## config.mk

```make
export PLATFORM = sky130hd
export DESIGN_NAME = oled_spi_rx
export DESIGN_NICKNAME = d
export VERILOG_FILES = /design/src/rtl/oled_spi_rx.sv
export SDC_FILE = /design/constraint.sdc
export NUM_CORES = 1
export LEC_CHECK = 0
export ABC_AREA = 1
export CELL_PAD_IN_SITES_DETAIL_PLACEMENT = 1
export CELL_PAD_IN_SITES_GLOBAL_PLACEMENT = 1
export CORE_ASPECT_RATIO = 0.75
export CORE_MARGIN = 4
export CORE_UTILIZATION = 38
export DETAILED_ROUTE_END_ITERATION = 8
export GPL_TIMING_DRIVEN = 0
export PLACE_DENSITY_LB_ADDON = 0.1
export SYNTH_ARGS = -nofsm -noshare
export SYNTH_HDL_FRONTEND = slang
export SYNTH_SLANG_ARGS = --single-unit
```

## constraint.sdc

```tcl
create_clock -name clk -period 2.3 [get_ports clk]
set_input_delay 0.69 -clock clk [delete_from_list [all_inputs] [get_ports clk]]
set_output_delay 0.69 -clock clk [all_outputs]
set_load 0.01 [all_outputs]
```

## src/rtl/oled_spi_rx.sv

```systemverilog
// SSD1306-style 4-wire SPI receiver: oversamples the bus, deserializes MSB-first bytes
// tagged with D/C, and queues them in a first-word-fall-through FIFO with byte statistics.
module oled_spi_rx #(
  parameter int unsigned SYNC_STAGES = 2,
  parameter int unsigned FIFO_DEPTH  = 16
) (
  input  logic                          clk,
  input  logic                          rst_n,
  input  logic                          spi_sclk,
  input  logic                          spi_mosi,
  input  logic                          spi_cs_n,
  input  logic                          spi_dc,
  input  logic                          oled_res_n,
  output logic [7:0]                    rx_data,
  output logic                          rx_dc,
  output logic                          rx_valid,
  input  logic                          rx_ready,
  output logic [$clog2(FIFO_DEPTH):0]   fifo_level,
  output logic                          overflow,
  output logic                          frame_err,
  output logic [15:0]                   cmd_count,
  output logic [15:0]                   data_count,
  input  logic                          clr_stats
);

  localparam int unsigned AW = $clog2(FIFO_DEPTH);
  localparam int unsigned LW = AW + 1;

  typedef enum logic [1:0] {StIdle, StActive, StResetHold} state_e;

  logic [SYNC_STAGES-1:0] r_sclk_sync, r_mosi_sync, r_cs_sync, r_dc_sync, r_res_sync;
  logic                   r_sclk_prev, r_rise, r_mosi_d, r_dc_d, r_cs_d, r_res_d;
  state_e                 r_state, w_state_nxt;
  logic [2:0]             r_bit_cnt, w_bit_cnt_nxt;
  logic [7:0]             r_shift, w_shift_nxt, w_push_byte, r_push_byte;
  logic                   w_push, r_push, r_push_dc, w_frame_err, r_frame_err;
  logic [8:0]             r_mem [FIFO_DEPTH];
  logic [AW-1:0]          r_wr_ptr, r_rd_ptr;
  logic [LW-1:0]          r_level;
  logic                   w_empty, w_full, w_pop, w_wr, w_drop;
  logic                   r_overflow;
  logic [15:0]            r_cmd_count, r_data_count;

  // Synchronizers reset to the idle bus: cs_n and res_n high, sclk low.
  always_ff @(posedge clk or negedge rst_n) begin
    if (!rst_n) begin
      r_sclk_sync <= '0;
      r_mosi_sync <= '0;
      r_cs_sync   <= '1;
      r_dc_sync   <= '0;
      r_res_sync  <= '1;
      r_sclk_prev <= 1'b0;
      r_rise      <= 1'b0;
      r_mosi_d    <= 1'b0;
      r_dc_d      <= 1'b0;
      r_cs_d      <= 1'b1;
      r_res_d     <= 1'b1;
    end else begin
      r_sclk_sync <= {r_sclk_sync[SYNC_STAGES-2:0], spi_sclk};
      r_mosi_sync <= {r_mosi_sync[SYNC_STAGES-2:0], spi_mosi};
      r_cs_sync   <= {r_cs_sync[SYNC_STAGES-2:0], spi_cs_n};
      r_dc_sync   <= {r_dc_sync[SYNC_STAGES-2:0], spi_dc};
      r_res_sync  <= {r_res_sync[SYNC_STAGES-2:0], oled_res_n};
      r_sclk_prev <= r_sclk_sync[SYNC_STAGES-1];
      // Edge strobe and the bus bits it qualifies are registered together to stay aligned.
      r_rise      <= r_sclk_sync[SYNC_STAGES-1] & ~r_sclk_prev;
      r_mosi_d    <= r_mosi_sync[SYNC_STAGES-1];
      r_dc_d      <= r_dc_sync[SYNC_STAGES-1];
      r_cs_d      <= r_cs_sync[SYNC_STAGES-1];
      r_res_d     <= r_res_sync[SYNC_STAGES-1];
    end
  end

  always_ff @(posedge clk or negedge rst_n) begin
    if (!rst_n) begin
      r_state     <= StIdle;
      r_bit_cnt   <= 3'd0;
      r_shift     <= 8'd0;
      r_push      <= 1'b0;
      r_push_byte <= 8'd0;
      r_push_dc   <= 1'b0;
      r_frame_err <= 1'b0;
    end else begin
      r_state     <= w_state_nxt;
      r_bit_cnt   <= w_bit_cnt_nxt;
      r_shift     <= w_shift_nxt;
      r_push      <= w_push;
      r_push_byte <= w_push_byte;
      r_push_dc   <= r_dc_d;
      r_frame_err <= w_frame_err;
    end
  end

  always_comb begin
    w_state_nxt   = r_state;
    w_bit_cnt_nxt = r_bit_cnt;
    w_shift_nxt   = r_shift;
    w_push_byte   = {r_shift[6:0], r_mosi_d};
    w_push        = 1'b0;
    w_frame_err   = 1'b0;
    unique case (r_state)
      StIdle: begin
        if (!r_res_d) begin
          w_state_nxt = StResetHold;
        end else if (!r_cs_d) begin
          w_state_nxt   = StActive;
          w_bit_cnt_nxt = 3'd0;
        end
      end
      StActive: begin
        if (!r_res_d) begin
          w_state_nxt   = StResetHold;
          w_bit_cnt_nxt = 3'd0;
        end else if (r_cs_d) begin
          w_state_nxt   = StIdle;
          w_frame_err   = (r_bit_cnt != 3'd0);
          w_bit_cnt_nxt = 3'd0;
        end else if (r_rise) begin
          w_shift_nxt = w_push_byte;
          if (r_bit_cnt == 3'd7) begin
            w_push        = 1'b1;
            w_bit_cnt_nxt = 3'd0;
          end else begin
            w_bit_cnt_nxt = r_bit_cnt + 3'd1;
          end
        end
      end
      StResetHold: begin
        if (r_res_d) w_state_nxt = StIdle;
      end
      default: w_state_nxt = StIdle;
    endcase
  end

  assign w_empty = (r_level == '0);
  assign w_full  = (r_level == LW'(FIFO_DEPTH));
  assign w_pop   = !w_empty && rx_ready;
  // A pop in the same cycle frees the slot a full FIFO needs for the push.
  assign w_wr    = r_push && (!w_full || w_pop);
  assign w_drop  = r_push && w_full && !w_pop;

  always_ff @(posedge clk) begin
    if (w_wr) r_mem[r_wr_ptr] <= {r_push_dc, r_push_byte};
  end

  always_ff @(posedge clk or negedge rst_n) begin
    if (!rst_n) begin
      r_wr_ptr <= '0;
      r_rd_ptr <= '0;
      r_level  <= '0;
    end else begin
      if (w_wr)  r_wr_ptr <= r_wr_ptr + AW'(1);
      if (w_pop) r_rd_ptr <= r_rd_ptr + AW'(1);
      if (w_wr && !w_pop)      r_level <= r_level + LW'(1);
      else if (!w_wr && w_pop) r_level <= r_level - LW'(1);
    end
  end

  always_ff @(posedge clk or negedge rst_n) begin
    if (!rst_n) begin
      r_overflow   <= 1'b0;
      r_cmd_count  <= 16'd0;
      r_data_count <= 16'd0;
    end else if (clr_stats) begin
      r_overflow   <= 1'b0;
      r_cmd_count  <= 16'd0;
      r_data_count <= 16'd0;
    end else begin
      if (w_drop) r_overflow <= 1'b1;
      if (w_wr && !r_push_dc && r_cmd_count != 16'hFFFF)  r_cmd_count  <= r_cmd_count + 16'd1;
      if (w_wr && r_push_dc && r_data_count != 16'hFFFF)  r_data_count <= r_data_count + 16'd1;
    end
  end

  assign rx_valid        = !w_empty;
  assign {rx_dc, rx_data} = w_empty ? 9'd0 : r_mem[r_rd_ptr];
  assign fifo_level      = r_level;
  assign overflow        = r_overflow;
  assign frame_err       = r_frame_err;
  assign cmd_count       = r_cmd_count;
  assign data_count      = r_data_count;

endmodule

```

==> impl_metrics.xml, run 1 <==
<?xml version="1.0" encoding="UTF-8"?>
<metrics>
  <group name="yosys">
    <metric name="ys_types" unit="">31</metric>
    <metric name="synth.avg_cell_area" unit="sq um">10.2</metric>
    <metric name="yosys_warnings" unit="">0</metric>
    <metric name="syn-instance-count" unit="">975</metric>
    <metric name="largest_cells_by_area_after_synthesis" unit="">edfxtp_1, dfrtp_1, nand2_1</metric>
    <metric name="synth.net_count" unit="">999</metric>
    <metric name="synth.cell_area" unit="sq mm">0.00993</metric>
    <metric name="netlist.top_cell.by_area" unit="">edfxtp_1</metric>
    <metric name="postSynthRegisterBits" unit="">229</metric>
    <metric name="synth.yosys.seq_area_share" unit="%">65.1</metric>
    <metric name="synth_largest_type_area_fraction" unit="%">43.6</metric>
  </group>
  <group name="sta">
    <metric name="final_critical_path_time_including_i_o_delays_and_setup" unit="ns">2.87</metric>
    <metric name="final.setup.worst_slack" unit="ns">-0.571</metric>
    <metric name="tightestPinTransition" unit="ns">1.04</metric>
    <metric name="setup-tns-final" unit="ns">-4.75</metric>
    <metric name="rsz_0062_raised_after_global_routing" unit="">true</metric>
    <metric name="fin_worst_skew" unit="ns">0.00831</metric>
    <metric name="drv_slew" unit="">0</metric>
    <metric name="fmaxAchievable" unit="GHz">0.348</metric>
    <metric name="final.hold.worst_slack" unit="ns">0.0522</metric>
    <metric name="slew_headroom" unit="%">30.2</metric>
    <metric name="min_period_over_period" unit="%">125</metric>
    <metric name="setup_viol" unit="">9</metric>
    <metric name="finalHoldViolCount" unit="">0</metric>
  </group>
  <group name="detailed_routing">
    <metric name="dr_total_vias" unit="">7496</metric>
    <metric name="routed_wl" unit="um">29700</metric>
    <metric name="route.detailed.vias_per_inst" unit="">5.19</metric>
    <metric name="drt-initial-drc-count" unit="">488</metric>
    <metric name="drt-met1-wl" unit="um">14400</metric>
    <metric name="final_antenna_net_count" unit="">0</metric>
    <metric name="maxUsedRoutingLayer" unit="">met4</metric>
    <metric name="avgRoutedWirePerCell" unit="um">20.6</metric>
    <metric name="drc_errors" unit="">0</metric>
    <metric name="dr_wl_met2" unit="um">13400</metric>
    <metric name="drt-pass1-iter-count" unit="">5</metric>
    <metric name="route.met3.wl" unit="um">1440</metric>
  </group>
  <group name="floorplan">
    <metric name="starting_density" unit="%">39.2</metric>
    <metric name="dieWidth" unit="um">195</metric>
    <metric name="floorplan.io_pins" unit="">58</metric>
    <metric name="coreArea" unit="sq mm">0.0253</metric>
    <metric name="floorplan_die_height" unit="um">148</metric>
    <metric name="design.die.area" unit="sq mm">0.0288</metric>
    <metric name="fp-row-count" unit="">50</metric>
  </group>
  <group name="cts">
    <metric name="max-clock-path-buffers" unit="">3</metric>
    <metric name="tritoncts_clock_tree" unit="">yes</metric>
    <metric name="postCtsHoldBufs" unit="">0</metric>
    <metric name="htree_num_levels" unit="">1</metric>
    <metric name="tritoncts_num_sinks" unit="">229</metric>
    <metric name="clk_pin_slew_worst_paths" unit="ns">0.06</metric>
    <metric name="clk_latency" unit="ns">0.52</metric>
    <metric name="cts-buffers-inserted" unit="">24</metric>
    <metric name="cts_root_buf" unit="">clkbuf_16</metric>
  </group>
  <group name="pwr">
    <metric name="int_pwr" unit="mW">9.48</metric>
    <metric name="static-leakage-power" unit="nW">5.30</metric>
    <metric name="power_switching" unit="mW">4.94</metric>
    <metric name="clock_power_share" unit="%">29.7</metric>
    <metric name="power_total" unit="mW">14.4</metric>
    <metric name="switching_share" unit="%">34.3</metric>
    <metric name="max-vdd-ir-drop" unit="uV">519</metric>
    <metric name="combPwrFrac" unit="%">38.2</metric>
    <metric name="seq_power_share" unit="%">32.1</metric>
    <metric name="pwr_density_cell" unit="mW/mm^2">1110</metric>
  </group>
  <group name="hold_path">
    <metric name="worst_hold_path_type" unit="">in -&gt; async</metric>
  </group>
  <group name="worst_setup_path">
    <metric name="timing.critical_path.fanout_max" unit="">8</metric>
    <metric name="reg2reg_slack" unit="ns">0.06</metric>
    <metric name="timing.setup.critical_path_class" unit="">reg -&gt; out</metric>
    <metric name="critical_path.slowest_cell" unit="">dfrtp_2</metric>
    <metric name="critical-path-top-cell-by-count" unit="">nand2_2</metric>
    <metric name="r2r-end" unit="">r_mem[6][1]$_DFFE_PP_</metric>
    <metric name="cp_cell_sequence" unit="">buf_12 -&gt; buf_8 -&gt; buf_12 -&gt; nand2_2 -&gt; nand3_2 -&gt; nand3_2 -&gt; nand2_2 -&gt; nand2_2 -&gt; a21oi_2 -&gt; buf_2</metric>
    <metric name="timing.critical_path.to_type" unit="">output port</metric>
    <metric name="startpoint_type" unit="">register</metric>
    <metric name="timing.reg2reg.worst_path_depth" unit="">7</metric>
    <metric name="required" unit="ns">1.61</metric>
    <metric name="reg2reg_from" unit="">fifo_level[3]$_DFFE_PN0P_</metric>
    <metric name="worst_path_max_stage_delay" unit="ns">0.51</metric>
    <metric name="worst_ep_arrival_time" unit="ns">2.18</metric>
  </group>
  <group name="status">
    <metric name="violations_in_the_final_reports" unit="">negative setup slack</metric>
    <metric name="outcome" unit="">finished with violations</metric>
  </group>
  <group name="global_routing">
    <metric name="gr-total-overflow" unit="">0</metric>
    <metric name="antenna_found_initial" unit="">0</metric>
    <metric name="global_route_wire_length_before_repair" unit="um">45900</metric>
    <metric name="groute.usage.overall" unit="%">20.4</metric>
    <metric name="grt_pass1_vias" unit="">7679</metric>
    <metric name="largest_net_degree_at_the_start_of_global_routing" unit="">69</metric>
  </group>
  <group name="cells_and_area">
    <metric name="final_area" unit="sq mm">0.0130</metric>
    <metric name="final_net_count" unit="">1111</metric>
    <metric name="n_antenna_cell" unit="">0</metric>
    <metric name="mostFrequentLayoutCell" unit="">nand2_1</metric>
    <metric name="instances_no_fill" unit="">1443</metric>
    <metric name="drive_gt1_share" unit="%">24.4</metric>
    <metric name="syn2layout_area_growth" unit="%">31.1</metric>
    <metric name="layout.cells.most_common_list" unit="">nand2_1, edfxtp_1, nand3_1</metric>
  </group>
  <group name="placement">
    <metric name="io_buffer_count" unit="">57</metric>
    <metric name="detailed_place.area" unit="sq mm">0.0110</metric>
    <metric name="detailedPlacementHpwl" unit="um">19400</metric>
    <metric name="placedCellCount" unit="">1371</metric>
    <metric name="gp_routability_congestion" unit="">0.828</metric>
  </group>
  <group name="run">
    <metric name="maximum_capacitance_violations" unit="">0</metric>
  </group>
</metrics>
-- synthesized netlist by cell type --
cell	count
or2_2	3
ha_1	14
xor2_1	15
buf_1	5
dfrtp_1	79
buf_6	2
nand4_1	22
nand3_1	137
a2111oi_0	1
edfxtp_1	144
dfstp_2	6
clkbuf_1	12
inv_1	43
clkinv_1	5
nand2_2	5
buf_2	11
o21bai_1	3
xnor2_1	2
nor2_8	2
nor2_4	8
o22ai_1	1
a21oi_1	16
nor3_1	2
o211ai_1	1
o21ai_0	13
nand3b_1	1
nor2_1	62
buf_4	3
fa_1	1
nand2_1	353
inv_2	3
-- per-stage QoR --
step,util [%],worst slack (ns)
2_1_floorplan,-,0.00303
3_3_place_gp,43.2,-3.09
3_5_place_dp,43.3,-1.02
4_1_cts,49.9,-0.538
5_1_grt,51.4,-0.627
6_report,51.4,-0.571
-- metal layers --
metal,vias up,track usage [%]
met1,3809,31.7
met4,0,3.62
met5,-,0
met3,34,2.69
met2,167,31.3
li1,3486,-
-- area by class of cell --
| class | instances | area (sq um) |
|---|---|---|
| timing repair buffer | 86 | 923 |
| clock buffer | 30 | 654 |
| buffer | 33 | 404 |
| sequential | 229 | 6470 |
| clock inverter | 14 | 223 |
| tap | 338 | 423 |
| inverter | 51 | 213 |
| fill | 2694 | 12300 |
| multi-input combinational | 662 | 3700 |
-- critical path, delay by kind of cell, from the launching register on --
| kind | cells | cell delay, ns |
|---|---|---|
| flip-flops | 1 | 0.51 |
| AO/OA/AOI/OAI | 1 | 0.16 |
| buffers and inverters | 4 | 0.60 |
| AND/OR/NAND/NOR | 5 | 0.39 |
-- cells by family after synthesis --
kind of cell | Yosys count | share of synthesized area (%)
fa+ha+maj | 15 | 1.97
xor+xnor | 17 | 1.50
compound gates | 35 | 1.92
buf+inv | 84 | 3.58
simple gates | 595 | 26.0
flops | 229 | 65.1
-- sequential cells by signal, indices dropped and copies added (netlist names), 2 cells and up --
register,cells
r_mosi_sync,2
r_state,2
r_push_byte,8
r_shift,7
r_mem,144
fifo_level,5
r_bit_cnt,3
r_cs_sync,2
data_count,16
r_sclk_sync,2
r_res_sync,2
r_wr_ptr,4
cmd_count,16
r_dc_sync,2
r_rd_ptr,4
-- power by group through the flow --
stage | clock network [mW] | registers [mW] | logic (mW)
CTS | 4.35 | 4.62 | 4.91
global placement | 0 | 4.70 | 3.47
detailed placement | 0 | 4.71 | 3.55
global route | 4.56 | 4.64 | 5.89
floorplan | 0 | 4.67 | 2.01
finish | 4.28 | 4.63 | 5.50
-- how the worst max path moves through the flow --
stage,start,endpoint
after floorplan,fifo_level[0]$_DFFE_PN0P_,fifo_level[4]$_DFFE_PN0P_
after global routing,r_rd_ptr[0]$_DFFE_PN0N_,rx_data[4]
after CTS,r_rd_ptr[0]$_DFFE_PN0N_,rx_data[5]
final,r_rd_ptr[0]$_DFFE_PN0N_,rx_dc
after global placement,rst_n,fifo_level[0]$_DFFE_PN0P_
after detailed placement,rx_ready,fifo_level[4]$_DFFE_PN0P_
-- timing repair --
item,4_1_cts,5_1_grt
pin swaps,38,43
gates resized for setup,183,93
setup endpoints to repair,159,62
gates cloned,5,3
buffers inserted,19,3
Power figures use the tool's default switching activity.
==> run 2: changes to the inputs <==
--- a/config.mk
+++ b/config.mk
@@ -6,14 +6,14 @@
 export NUM_CORES = 1
 export LEC_CHECK = 0
 export ABC_AREA = 1
-export CELL_PAD_IN_SITES_DETAIL_PLACEMENT = 1
+export CELL_PAD_IN_SITES_DETAIL_PLACEMENT = 0
 export CELL_PAD_IN_SITES_GLOBAL_PLACEMENT = 1
 export CORE_ASPECT_RATIO = 0.75
 export CORE_MARGIN = 4
 export CORE_UTILIZATION = 38
 export DETAILED_ROUTE_END_ITERATION = 8
 export GPL_TIMING_DRIVEN = 0
-export PLACE_DENSITY_LB_ADDON = 0.1
+export PLACE_DENSITY = 0.74
 export SYNTH_ARGS = -nofsm -noshare
 export SYNTH_HDL_FRONTEND = slang
 export SYNTH_SLANG_ARGS = --single-unit
==> impl_metrics.xml, run 2 (synthesis gave the netlist of run 1 again) <==
<?xml version="1.0" encoding="UTF-8"?>
<metrics>
  <group name="sta">
    <metric name="setup-tns-final" unit="ns">-4.62</metric>
    <metric name="rsz_0062_raised_after_global_routing" unit="">true</metric>
    <metric name="finalHoldViolCount" unit="">0</metric>
    <metric name="setup_viol" unit="">9</metric>
    <metric name="min_period_over_period" unit="%">123</metric>
    <metric name="fmaxAchievable" unit="GHz">0.352</metric>
    <metric name="final_critical_path_time_including_i_o_delays_and_setup" unit="ns">2.84</metric>
    <metric name="tightestPinTransition" unit="ns">1.00</metric>
    <metric name="drv_slew" unit="">0</metric>
    <metric name="final.setup.worst_slack" unit="ns">-0.539</metric>
    <metric name="final.hold.worst_slack" unit="ns">0.0597</metric>
    <metric name="slew_headroom" unit="%">32.8</metric>
    <metric name="fin_worst_skew" unit="ns">0.00953</metric>
  </group>
  <group name="placement">
    <metric name="detailedPlacementHpwl" unit="um">16900</metric>
    <metric name="placedCellCount" unit="">1371</metric>
    <metric name="gp_routability_congestion" unit="">0.830</metric>
    <metric name="io_buffer_count" unit="">57</metric>
  </group>
  <group name="pwr">
    <metric name="static-leakage-power" unit="nW">5.27</metric>
    <metric name="combPwrFrac" unit="%">38.6</metric>
    <metric name="switching_share" unit="%">34.7</metric>
    <metric name="clock_power_share" unit="%">27.6</metric>
    <metric name="pwr_density_cell" unit="mW/mm^2">1070</metric>
    <metric name="int_pwr" unit="mW">8.99</metric>
    <metric name="seq_power_share" unit="%">33.8</metric>
    <metric name="power_total" unit="mW">13.8</metric>
    <metric name="max-vdd-ir-drop" unit="uV">644</metric>
    <metric name="power_switching" unit="mW">4.78</metric>
  </group>
  <group name="worst_setup_path">
    <metric name="cp_cell_sequence" unit="">buf_12 -&gt; buf_8 -&gt; nand2_1 -&gt; nand3_2 -&gt; nand3_2 -&gt; nand2_2 -&gt; nand2_2 -&gt; a21oi_2 -&gt; buf_2</metric>
    <metric name="required" unit="ns">1.61</metric>
    <metric name="startpoint_type" unit="">register</metric>
    <metric name="timing.critical_path.to_type" unit="">output port</metric>
    <metric name="worst_ep_arrival_time" unit="ns">2.15</metric>
    <metric name="timing.reg2reg.worst_path_depth" unit="">7</metric>
    <metric name="worst_path_max_stage_delay" unit="ns">0.58</metric>
    <metric name="critical_path.slowest_cell" unit="">dfrtp_4</metric>
    <metric name="timing.setup.critical_path_class" unit="">reg -&gt; out</metric>
    <metric name="timing.critical_path.fanout_max" unit="">6</metric>
  </group>
  <group name="floorplan">
    <metric name="dieWidth" unit="um">195</metric>
    <metric name="coreArea" unit="sq mm">0.0253</metric>
    <metric name="fp-row-count" unit="">50</metric>
    <metric name="starting_density" unit="%">39.2</metric>
    <metric name="floorplan_die_height" unit="um">148</metric>
    <metric name="design.die.area" unit="sq mm">0.0288</metric>
    <metric name="floorplan.io_pins" unit="">58</metric>
  </group>
  <group name="cells_and_area">
    <metric name="n_fill_cell" unit="">2316</metric>
    <metric name="layout.cells.most_common_list" unit="">nand2_1, edfxtp_1, dfrtp_1</metric>
    <metric name="final_net_count" unit="">1111</metric>
    <metric name="largest_register_ff_count" unit="">144</metric>
    <metric name="mostFrequentLayoutCell" unit="">nand2_1</metric>
    <metric name="top_register" unit="">r_mem</metric>
    <metric name="drive_gt1_share" unit="%">25.0</metric>
    <metric name="instances_no_fill" unit="">1441</metric>
    <metric name="multi_input_gate_area_in_the_final_layout" unit="sq mm">0.00374</metric>
    <metric name="ff_latch_area" unit="sq mm">0.00647</metric>
    <metric name="syn2layout_area_growth" unit="%">29.9</metric>
    <metric name="post-route-util" unit="%">50.9</metric>
    <metric name="n_antenna_cell" unit="">0</metric>
  </group>
  <group name="cts">
    <metric name="htree_num_levels" unit="">1</metric>
    <metric name="tritoncts_clock_tree" unit="">yes</metric>
    <metric name="tritoncts_num_sinks" unit="">229</metric>
    <metric name="max-clock-path-buffers" unit="">3</metric>
    <metric name="cts_root_buf" unit="">clkbuf_16</metric>
    <metric name="postCtsHoldBufs" unit="">0</metric>
    <metric name="clk_pin_slew_worst_paths" unit="ns">0.06</metric>
    <metric name="clk_latency" unit="ns">0.51</metric>
    <metric name="cts-buffers-inserted" unit="">23</metric>
  </group>
  <group name="detailed_routing">
    <metric name="final_antenna_net_count" unit="">0</metric>
    <metric name="avgRoutedWirePerCell" unit="um">18.5</metric>
    <metric name="route.detailed.vias_per_inst" unit="">5.06</metric>
    <metric name="drt-pass1-iter-count" unit="">7</metric>
    <metric name="drt-initial-drc-count" unit="">589</metric>
    <metric name="routed_wl" unit="um">26600</metric>
    <metric name="dr_total_vias" unit="">7290</metric>
    <metric name="drc_errors" unit="">0</metric>
  </group>
  <group name="global_routing">
    <metric name="antenna_found_initial" unit="">1</metric>
    <metric name="grt_pass1_vias" unit="">6780</metric>
    <metric name="gr-total-overflow" unit="">0</metric>
    <metric name="largest_net_degree_at_the_start_of_global_routing" unit="">69</metric>
    <metric name="global_route_wire_length_before_repair" unit="um">39800</metric>
    <metric name="groute.usage.overall" unit="%">17.6</metric>
  </group>
  <group name="status">
    <metric name="outcome" unit="">finished with violations</metric>
    <metric name="violations_in_the_final_reports" unit="">negative setup slack</metric>
  </group>
  <group name="run">
    <metric name="maximum_capacitance_violations" unit="">0</metric>
  </group>
  <group name="hold_path">
    <metric name="worst_hold_path_type" unit="">in -&gt; async</metric>
  </group>
</metrics>
-- run 2: changes by cell type in the layout (fill, tap and decap cells not counted), moves of 4 or more --
cell,delta
nand2_2,+6
buf_8,+4
nand3_2,+7
buf_6,-4
nand3_1,-7
-- run 2: routing by layer --
| metal | routed length [um] | vias to the layer above | global-route usage (%) | share of wire [%] |
|---|---|---|---|---|
| li1 | - | 3487 | - | - |
| met3 | 1750 | 42 | 2.98 | 6.6 |
| met2 | 11400 | 217 | 25.2 | 43 |
| met4 | 563 | 2 | 4.08 | 2.1 |
| met1 | 12900 | 3542 | 28.0 | 49 |
| met5 | 13 | - | 0 | 0.049 |
-- run 2: cell type report --
| type | count | area share, % |
|---|---|---|
| Clock inverter | 13 | 1.11 |
| Inverter | 51 | 1.64 |
| Clock buffer | 28 | 4.76 |
| Sequential cell | 229 | 50.2 |
| Timing Repair Buffer | 86 | 7.36 |
| Buffer | 33 | 2.59 |
| Timing Repair inverter | 1 | 0.0679 |
| Tap cell | 338 | 3.28 |
| Multi-Input combinational cell | 662 | 29.0 |
-- run 2: worst paths after layout --
kind	start	end	slack (ns)
max in group asynchronous	rst_n	r_cs_d$_DFF_PN1_	1.57
hold / removal	rst_n	cmd_count[8]$_DFFE_PN0P_	0.06
min in group clk	r_dc_d$_DFF_PN0_	r_push_dc$_DFF_PN0_	0.35
setup reg to reg	fifo_level[4]$_DFFE_PN0P_	r_mem[8][7]$_DFFE_PP_	0.12
setup / recovery	r_rd_ptr[0]$_DFFE_PN0N_	rx_data[4]	-0.54
hold reg to reg	r_dc_d$_DFF_PN0_	r_push_dc$_DFF_PN0_	0.35
-- run 2: timing repair --
item	CTS	global route
pin swaps	42	60
setup endpoints to repair	160	61
gates resized for setup	169	105
setup buffers	13	8
cloned	5	7
hold endpoints to repair	0	0
-- run 2: power groups by stage --
stage / Combinational (mW) / Sequential, mW / Clock, mW
finish: 5.32 / 4.66 / 3.80
global route: 5.68 / 4.67 / 4.03
CTS: 4.49 / 4.63 / 3.88
detailed placement: 3.41 / 4.69 / 0
global placement: 3.39 / 4.69 / 0
floorplan: 2.01 / 4.67 / 0
-- run 2: per-stage QoR --
stage | cell area, sq um | setup WS [ns]
after CTS | 12400 | -0.570
final | 12900 | -0.539
after detailed placement | 11000 | -0.958
after global routing | 12900 | -0.599
after floorplan | 9940 | 0.00303
after global placement | 10900 | -3.08
-- run 2: critical path, delay by kind of cell, from the launching register on --
family | cells | cell delay (ns)
simple gates | 5 | 0.42
flops | 1 | 0.58
compound gates | 1 | 0.18
buf+inv | 3 | 0.45
